===== config.mk =====
export PLATFORM = sky130hd
export DESIGN_NAME = nlu_anf_driver
export DESIGN_NICKNAME = d
export VERILOG_FILES = /design/src/rtl/nlu_anf_driver.sv
export SDC_FILE = /design/constraint.sdc
export NUM_CORES = 1
export LEC_CHECK = 0
export ABC_AREA = 1
export CAP_MARGIN = 20
export CORE_MARGIN = 3
export CORE_UTILIZATION = 45
export CTS_BUF_LIST = sky130_fd_sc_hd__clkbuf_4 sky130_fd_sc_hd__clkbuf_8 sky130_fd_sc_hd__clkbuf_16
export CTS_CLUSTER_DIAMETER = 100
export DETAILED_ROUTE_END_ITERATION = 16
export HOLD_SLACK_MARGIN = 0.05
export PLACE_DENSITY = 0.75
export SKIP_CTS_REPAIR_TIMING = 1
export SLEW_MARGIN = 40
export SYNTH_ARGS = -nofsm -noshare
export SYNTH_HDL_FRONTEND = slang
export SYNTH_SLANG_ARGS = --single-unit

===== constraint.sdc =====
create_clock -name ck -period 2.6 [get_ports ck]
set_input_delay 0.52 -clock ck [delete_from_list [all_inputs] [get_ports ck]]
set_output_delay 0.52 -clock ck [all_outputs]
set_load 0.005 [all_outputs]

===== src/rtl/nlu_anf_driver.sv =====
// nlu_anf_driver: loads a 64-bit nonlinear ANF mask into the NLU, then streams
// 32-bit data words through it. Each result is captured LAT cycles after its
// word is presented and queued in a result FIFO. Credits (in-flight words plus
// queued results) stop the FIFO from overflowing.
module nlu_anf_driver #(
    parameter int unsigned LAT   = 2,
    parameter int unsigned DEPTH = 4
) (
    input  logic        ck,
    input  logic        rst,
    input  logic        mask_valid,
    input  logic [63:0] mask_data,
    output logic        mask_ready,
    input  logic        in_valid,
    input  logic [31:0] in_data,
    output logic        in_ready,
    output logic        out_valid,
    output logic [31:0] out_data,
    input  logic        out_ready,
    output logic        busy,
    output logic [31:0] nlu_dinp,
    output logic        nlu_pushnl,
    output logic        nlu_mode,
    output logic        nlu_modenl,
    output logic        nlu_pushl,
    output logic        nlu_acc,
    output logic        nlu_mac,
    output logic [3:0]  nlu_sel,
    output logic [1:0]  nlu_sro,
    input  logic [31:0] nlu_dout
);
    localparam int unsigned CW = $clog2(DEPTH + 1);
    localparam int unsigned PW = $clog2(DEPTH);
    localparam logic [CW:0] DEPTH_C = (CW + 1)'(DEPTH);

    typedef enum logic [1:0] {NOMASK, LOAD, RUN, DRAIN} state_t;

    state_t         state_q;
    logic [63:0]    mask_q;
    logic [1:0]     word_q;
    logic [31:0]    dinp_q;
    logic           pushnl_q;
    logic           issue_q;
    logic [LAT-1:0] vsr_q, vsr_d;
    logic [CW-1:0]  outst_q, outst_d;
    logic [CW-1:0]  fcnt_q, fcnt_d;
    logic [PW-1:0]  wptr_q, rptr_q;
    logic [31:0]    fifo_q [DEPTH];

    logic [CW:0] credit_used;
    logic        mask_fire, in_fire, fifo_wr, fifo_rd;

    // 16-bit mask word idx, most significant word first
    function automatic logic [15:0] mask_word(input logic [63:0] m, input logic [1:0] idx);
        case (idx)
            2'd0:    return m[63:48];
            2'd1:    return m[47:32];
            2'd2:    return m[31:16];
            default: return m[15:0];
        endcase
    endfunction

    // FIFO pointers wrap at DEPTH, which need not be a power of two
    function automatic logic [PW-1:0] ptr_inc(input logic [PW-1:0] p);
        if (p == PW'(DEPTH - 1)) return '0;
        return p + 1'b1;
    endfunction

    assign credit_used = {1'b0, outst_q} + {1'b0, fcnt_q};
    assign mask_fire   = mask_valid & mask_ready;
    assign in_fire     = in_valid & in_ready;
    assign fifo_wr     = vsr_q[LAT-1];
    assign fifo_rd     = out_valid & out_ready;

    assign out_valid  = (fcnt_q != '0);
    assign out_data   = fifo_q[rptr_q];
    assign busy       = rst | (state_q != RUN) | (outst_q != '0);
    assign nlu_dinp   = dinp_q;
    assign nlu_pushnl = pushnl_q;
    assign nlu_mode   = 1'b0;
    assign nlu_modenl = 1'b0;
    assign nlu_pushl  = 1'b0;
    assign nlu_acc    = 1'b0;
    assign nlu_mac    = 1'b1;
    assign nlu_sel    = '0;
    assign nlu_sro    = '0;

    // Handshake readiness: a pending mask always blocks data, and is taken only once nothing is in flight
    always_comb begin
        mask_ready = 1'b0;
        in_ready   = 1'b0;
        if (!rst) begin
            case (state_q)
                NOMASK: mask_ready = 1'b1;
                RUN: begin
                    if (mask_valid) mask_ready = (outst_q == '0);
                    else            in_ready   = (credit_used < DEPTH_C);
                end
                default: ;
            endcase
        end
    end

    // Next values for the capture shift register and the two occupancy counters
    always_comb begin
        vsr_d    = '0;
        vsr_d[0] = issue_q;
        for (int unsigned i = 1; i < LAT; i++) vsr_d[i] = vsr_q[i-1];
        outst_d = outst_q;
        if (in_fire && !fifo_wr)      outst_d = outst_q + 1'b1;
        else if (!in_fire && fifo_wr) outst_d = outst_q - 1'b1;
        fcnt_d = fcnt_q;
        if (fifo_wr && !fifo_rd)      fcnt_d = fcnt_q + 1'b1;
        else if (!fifo_wr && fifo_rd) fcnt_d = fcnt_q - 1'b1;
    end

    // Control FSM with registered NLU drive, credit counters and FIFO pointers
    always_ff @(posedge ck) begin
        if (rst) begin
            state_q  <= NOMASK;
            mask_q   <= '0;
            word_q   <= '0;
            dinp_q   <= '0;
            pushnl_q <= 1'b0;
            issue_q  <= 1'b0;
            vsr_q    <= '0;
            outst_q  <= '0;
            fcnt_q   <= '0;
            wptr_q   <= '0;
            rptr_q   <= '0;
        end else begin
            vsr_q    <= vsr_d;
            outst_q  <= outst_d;
            fcnt_q   <= fcnt_d;
            dinp_q   <= '0;
            pushnl_q <= 1'b0;
            issue_q  <= 1'b0;
            if (fifo_wr) wptr_q <= ptr_inc(wptr_q);
            if (fifo_rd) rptr_q <= ptr_inc(rptr_q);
            case (state_q)
                NOMASK: begin
                    if (mask_fire) begin
                        mask_q   <= mask_data;
                        word_q   <= '0;
                        dinp_q   <= {16'h0, mask_data[63:48]};
                        pushnl_q <= 1'b1;
                        state_q  <= LOAD;
                    end
                end
                LOAD: begin
                    // word_q names the word on nlu_dinp this cycle; the next one is staged here
                    if (word_q == 2'd3) begin
                        state_q <= RUN;
                    end else begin
                        word_q   <= word_q + 1'b1;
                        dinp_q   <= {16'h0, mask_word(mask_q, word_q + 1'b1)};
                        pushnl_q <= 1'b1;
                    end
                end
                RUN: begin
                    if (mask_fire) begin
                        mask_q   <= mask_data;
                        word_q   <= '0;
                        dinp_q   <= {16'h0, mask_data[63:48]};
                        pushnl_q <= 1'b1;
                        state_q  <= LOAD;
                    end else if (mask_valid) begin
                        state_q <= DRAIN;
                    end else if (in_fire) begin
                        dinp_q  <= in_data;
                        issue_q <= 1'b1;
                    end
                end
                DRAIN: begin
                    if (outst_q == '0) state_q <= RUN;
                end
                default: state_q <= NOMASK;
            endcase
        end
    end

    // Result storage; reset clears occupancy, not the data words
    always_ff @(posedge ck) begin
        if (!rst && fifo_wr) fifo_q[wptr_q] <= nlu_dout;
    end

endmodule


Yosys cells after proc, flatten, opt, wreduce, memory -nomap -nowiden
Memory sizes are Yosys's and may differ from the RTL's. A register that Yosys moved wholly into a read port is not among the register bits.
Cells that the tools add are included.

storage, ports and cells
  flip-flop bits (word level) = 114
  RAM bits = 128
  input port bits = 133
  output and inout port bits = 80
  word-level logic and storage cells = 108
  memories kept = 1

memories
  memory  depth  bits a word  rd ports  clocked after Yosys merged registers in  write ports  RTL line  source
  fifo_q  4      32           1         1                                        1            48        logic [31:0] fifo_q [DEPTH];

cells by class
  $add $sub $neg = 8
  $lt $le $gt $ge = 1
  eq/ne operators = 15
  mux-type cells = 44
  bitwise gates (word level) = 6
  reductions and logical operators = 22

operators with widths
  operator                                                                count
  32-bit 2-to-1 mux                                                       3
  32-bit case mux with 3 select lines                                     1
  16-bit case mux with 3 select lines                                     1
  16-bit 2-to-1 mux                                                       2
  2-bit 2-to-1 mux                                                        13
  1-bit 2-to-1 mux                                                        16
  2-bit equality test (second input constant)                             6
  3-bit 2-to-1 mux                                                        4
  2-bit != test (second input constant)                                   5
  2-bit case mux with 4 select lines                                      1
  2-bit by 1-bit adder with 2-bit output (second input constant)          3
  3-bit by 1-bit adder with 3-bit output (second input constant)          2
  2-bit nonzero test                                                      3
  3-bit nonzero test                                                      2
  3-bit by 1-bit subtractor with 3-bit output (second input constant)     2
  1-bit logical AND                                                       5
  3-bit by 3-bit adder with 4-bit output                                  1
  2-bit by 1-bit equality test with 1-bit output (second input constant)  2
  1-bit zero test                                                         4
  2-bit zero test                                                         2
  4-bit by 3-bit < comparator with 1-bit output (second input constant)   1
  1-bit case mux with 2 select lines                                      2
  2-bit case mux with 2 select lines                                      1
  4-bit AND reduction                                                     1
  10 further kinds                                                        13

Logic depth before layout (Yosys ltp)
  depth after elaboration = 10
  gate-level depth with buffers = 16
  mapped depth without buffers = 15

Worst setup path after synthesis
Ideal clock, no wire load.

  path kind = input port to flip-flop
  start point = in rst
  end point = mem fifo_q[0][0] (enable)
  setup time = 0.421 ns
  arrival time = 2.400 ns
  data required time = 2.179 ns
  setup slack = -0.222 ns
  stages on the path = 4
  path buffers = 1
  cell sequence = clkinv_1 -> clkbuf_1 -> nand2_1 -> nor2_1

between the ends
  word-level cells in the longest chain between the ends = 4

ends and longest elaborated chain
  element                                 RTL line  source
  from (decl)                             10        input logic rst,
  1-bit zero test                         184       if (!rst && fifo_wr) fifo_q[wptr_q] <= nlu_dout;
  1-bit logical AND                       184
  1-bit 2-to-1 mux                        184
  1-bit 2-to-1 mux (not written as such)  184
  to (decl)                               48

No other way between the ends.

==> out/results.tsv <==
metric	value	unit
status	finished, final reports clean	
Syn Area/Cell	9.96	um^2
flops & latches, synth	244	
initial antenna violation count	0	
Residual DRC	0	
fmax	0.391	GHz
P_int	7540	uW
Fin. Hold Viols	0	
Setup TNS	0	ns
first-pass GRT wire length	39400	um
CP cell instances	clkinvlp_4 -> clkbuf_16 -> nor2_1 -> o22ai_1 -> clkdlybuf4s50_1	
clock group share of total power	0.339	
Top Ports	213	
DR vias	7989	
combinational share of power	0.246	
final wirelength	26100	um
unrepaired setup endpoints after global routing	yes	
gr usage total	0.202	
Overflow after GRT	0	
Slowest cell on crit path	clkdlybuf4s50_1	
Die ar.	24000	um^2
drt initial violations	611	
Root Buffer	clkbuf_16	
post-detail-place hpwl	16600	um
Netlist cell types	32	
drt wl/cell	17.5	um
Post-Syn Instances	1001	
Crit path arrival time	2.03	ns
Die W	155	um
IO buf count	201	
worst hold slack	0.407	ns
Worst-path clk slew	0.06	ns
row cnt	53	
final setup fails	0	
cell area after synthesis	9970	um^2
worst setup margin	0.0452	ns
Clock Skew	0.00984	ns
worst slack, placed	-0.0421	ns
Slew Viols, Final	0	
Die Y	155	um
layout cells sized above 1	0.0855	
Final nets	1346	
Max-slew headroom	0.524	
deepest clock path buffer count	3	
vias in the first global route	7604	
sequential share of power	0.415	
Synthesis Warnings	0	
Critical Setup Path Class	reg -> out	
Routed Antenna Nets	0	
net switching power	2860	uW
Power Density	782	nW/um^2
Final period util	0.983	
Sink Count	244	
H-tree Lvls	1	
clk_lat worst skew	0.51	ns
Max Cap Violations	0	
Worst Path Required	2.08	ns
worst-path fanout max	32	
Syn-to-layout area delta	33.4	%
largest net degree at the start of global routing	69	
CTS tree	built	
core area	21400	um^2
actual slew at the worst max-slew pin	0.713	ns
Initial Util	0.465	
hold crit path type	reg -> reg	
Tmin final	2.55	ns
RD Place Congestion	0.811	
CP Launch Type	flip-flop	
Max stage delay on crit path	0.55	ns
share of the yosys chip area belonging to registers	0.619	
Leakage Power	0.00498	uW
Avg Vias per Cell	5.35	
first-pass iteration count of the detailed router	7	
switch share	0.275	
Num CTS Buffers	25	
CP endpoint kind	output port	
VDD IR max	426	uV
## path summary, 6_finish.rpt
check	startpoint	end	slack [ns]	cells past startpoint
max reg2reg	outst_q[2]$_SDFFE_PP0P_	outst_q[2]$_SDFFE_PP0P_	0.24	15
min reg2reg	vsr_q[0]$_SDFF_PP0_	vsr_q[1]$_SDFF_PP0_	0.41	2
max	flip-flop	out_data[16]	0.05	5
min	vsr_q[0]$_SDFF_PP0_	vsr_q[1]$_SDFF_PP0_	0.41	2
## stage by stage
stage	area, um^2	util	cells	total power (uW)
floorplan	10000	-	1010	5520
global placement	12300	0.573	1437	6700
detailed placement	12300	0.573	1437	6760
CTS	13100	0.611	1483	10300
global route	13300	0.621	1491	10900
finish	13300	0.621	1492	10400
## layer usage
layer	vias to the layer above	track usage	wire, um
met4	0	0.0559	516
met3	44	0.0409	2240
li1	3852	-	-
met1	3733	0.269	10700
met2	360	0.336	12700
met5	-	0	0
## logic make-up after synthesis
family,count (synthesis),share of synthesized area
AO/OA/AOI/OAI,297,0.158
AND/OR/NAND/NOR,287,0.131
flip-flops,244,0.619
buffers and inverters,154,0.0693
adder cells (fa/ha/maj),16,0.0216
other,2,0.000753
XOR/XNOR,1,0.000879
## worst max-delay path, delay by kind of cell (launching register included)
kind,cells,cell delay [ns]
AND/OR/NAND/NOR,1,0.06
AO/OA/AOI/OAI,1,0.18
flip-flops,1,0.37
buffers and inverters,3,0.90
## synth_stat cells (all sizes together)
| cell | n | area (um^2) |
|---|---|---|
| a211oi | 1 | 7.51 |
| a21oi | 91 | 455 |
| buf | 36 | 248 |
| clkbuf | 41 | 154 |
| clkinv | 2 | 7.51 |
| conb | 2 | 7.51 |
| dfxtp | 116 | 2320 |
| edfxtp | 128 | 3840 |
| fa | 2 | 40.0 |
| ha | 14 | 175 |
| inv | 75 | 282 |
| nand2 | 114 | 450 |
| nand3 | 4 | 37.5 |
| nand4 | 49 | 307 |
| nor2 | 115 | 473 |
| nor3b | 5 | 37.5 |
| o211a | 1 | 10.0 |
| o21a | 16 | 120 |
| o21ai | 156 | 781 |
| o22ai | 32 | 200 |
| xor2 | 1 | 8.76 |
## sequential cells by signal, summed over array words and instances (netlist names), named ones only
name	cells
issue_q	1
fifo_q	128
rptr_q	2
word_q	2
nlu_pushnl	1
vsr_q	2
nlu_dinp	32
mask_q	64
fcnt_q	3
wptr_q	2
state_q	2
outst_q	3
## power groups by stage
| stage | Clock [uW] | Sequential (uW) | Combinational, uW |
|---|---|---|---|
| 2_1_floorplan | 0 | 4340 | 1170 |
| 3_3_place_gp | 0 | 4400 | 2290 |
| 3_5_place_dp | 0 | 4410 | 2350 |
| 4_1_cts | 3590 | 4330 | 2360 |
| 5_1_grt | 3740 | 4340 | 2790 |
| 6_report | 3520 | 4320 | 2560 |
## final cells by class
type,count,area (um^2)
Fill cell,1721,8120
Sequential cell,244,6170
Multi-Input combinational cell,612,3180
Timing Repair Buffer,237,2490
Clock buffer,28,648
Tap cell,275,344
Inverter,77,293
Clock inverter,18,165
Antenna cell,1,2.50
## cell usage in the layout (no fill, tap or decap), types with 2 or more instances in the layout
cell	synthesis	routed
inv_2	5	7
clkinv_2	0	3
dlymetal6s2s_1	0	18
clkinv_1	2	7
dfxtp_1	116	113
nand4_1	49	49
buf_12	0	8
fa_1	2	2
bufinv_16	0	3
nor2_4	2	6
edfxtp_1	128	128
nor2_2	4	5
nor2_1	108	103
o21a_1	16	16
clkdlybuf4s50_1	0	182
clkinvlp_4	0	3
conb_1	2	11
clkbuf_4	0	4
nand2_4	3	3
clkinvlp_2	0	2
o22ai_1	32	32
nand3_1	2	2
dfxtp_4	0	2
buf_6	7	2
buf_4	13	21
ha_1	14	14
clkbuf_16	0	27
o21ai_1	2	12
inv_1	70	69
nor3b_1	5	5
o21ai_0	154	144
nand2_1	111	111
a21oi_1	91	91
Note: power is estimated with default switching activity, not from simulation.
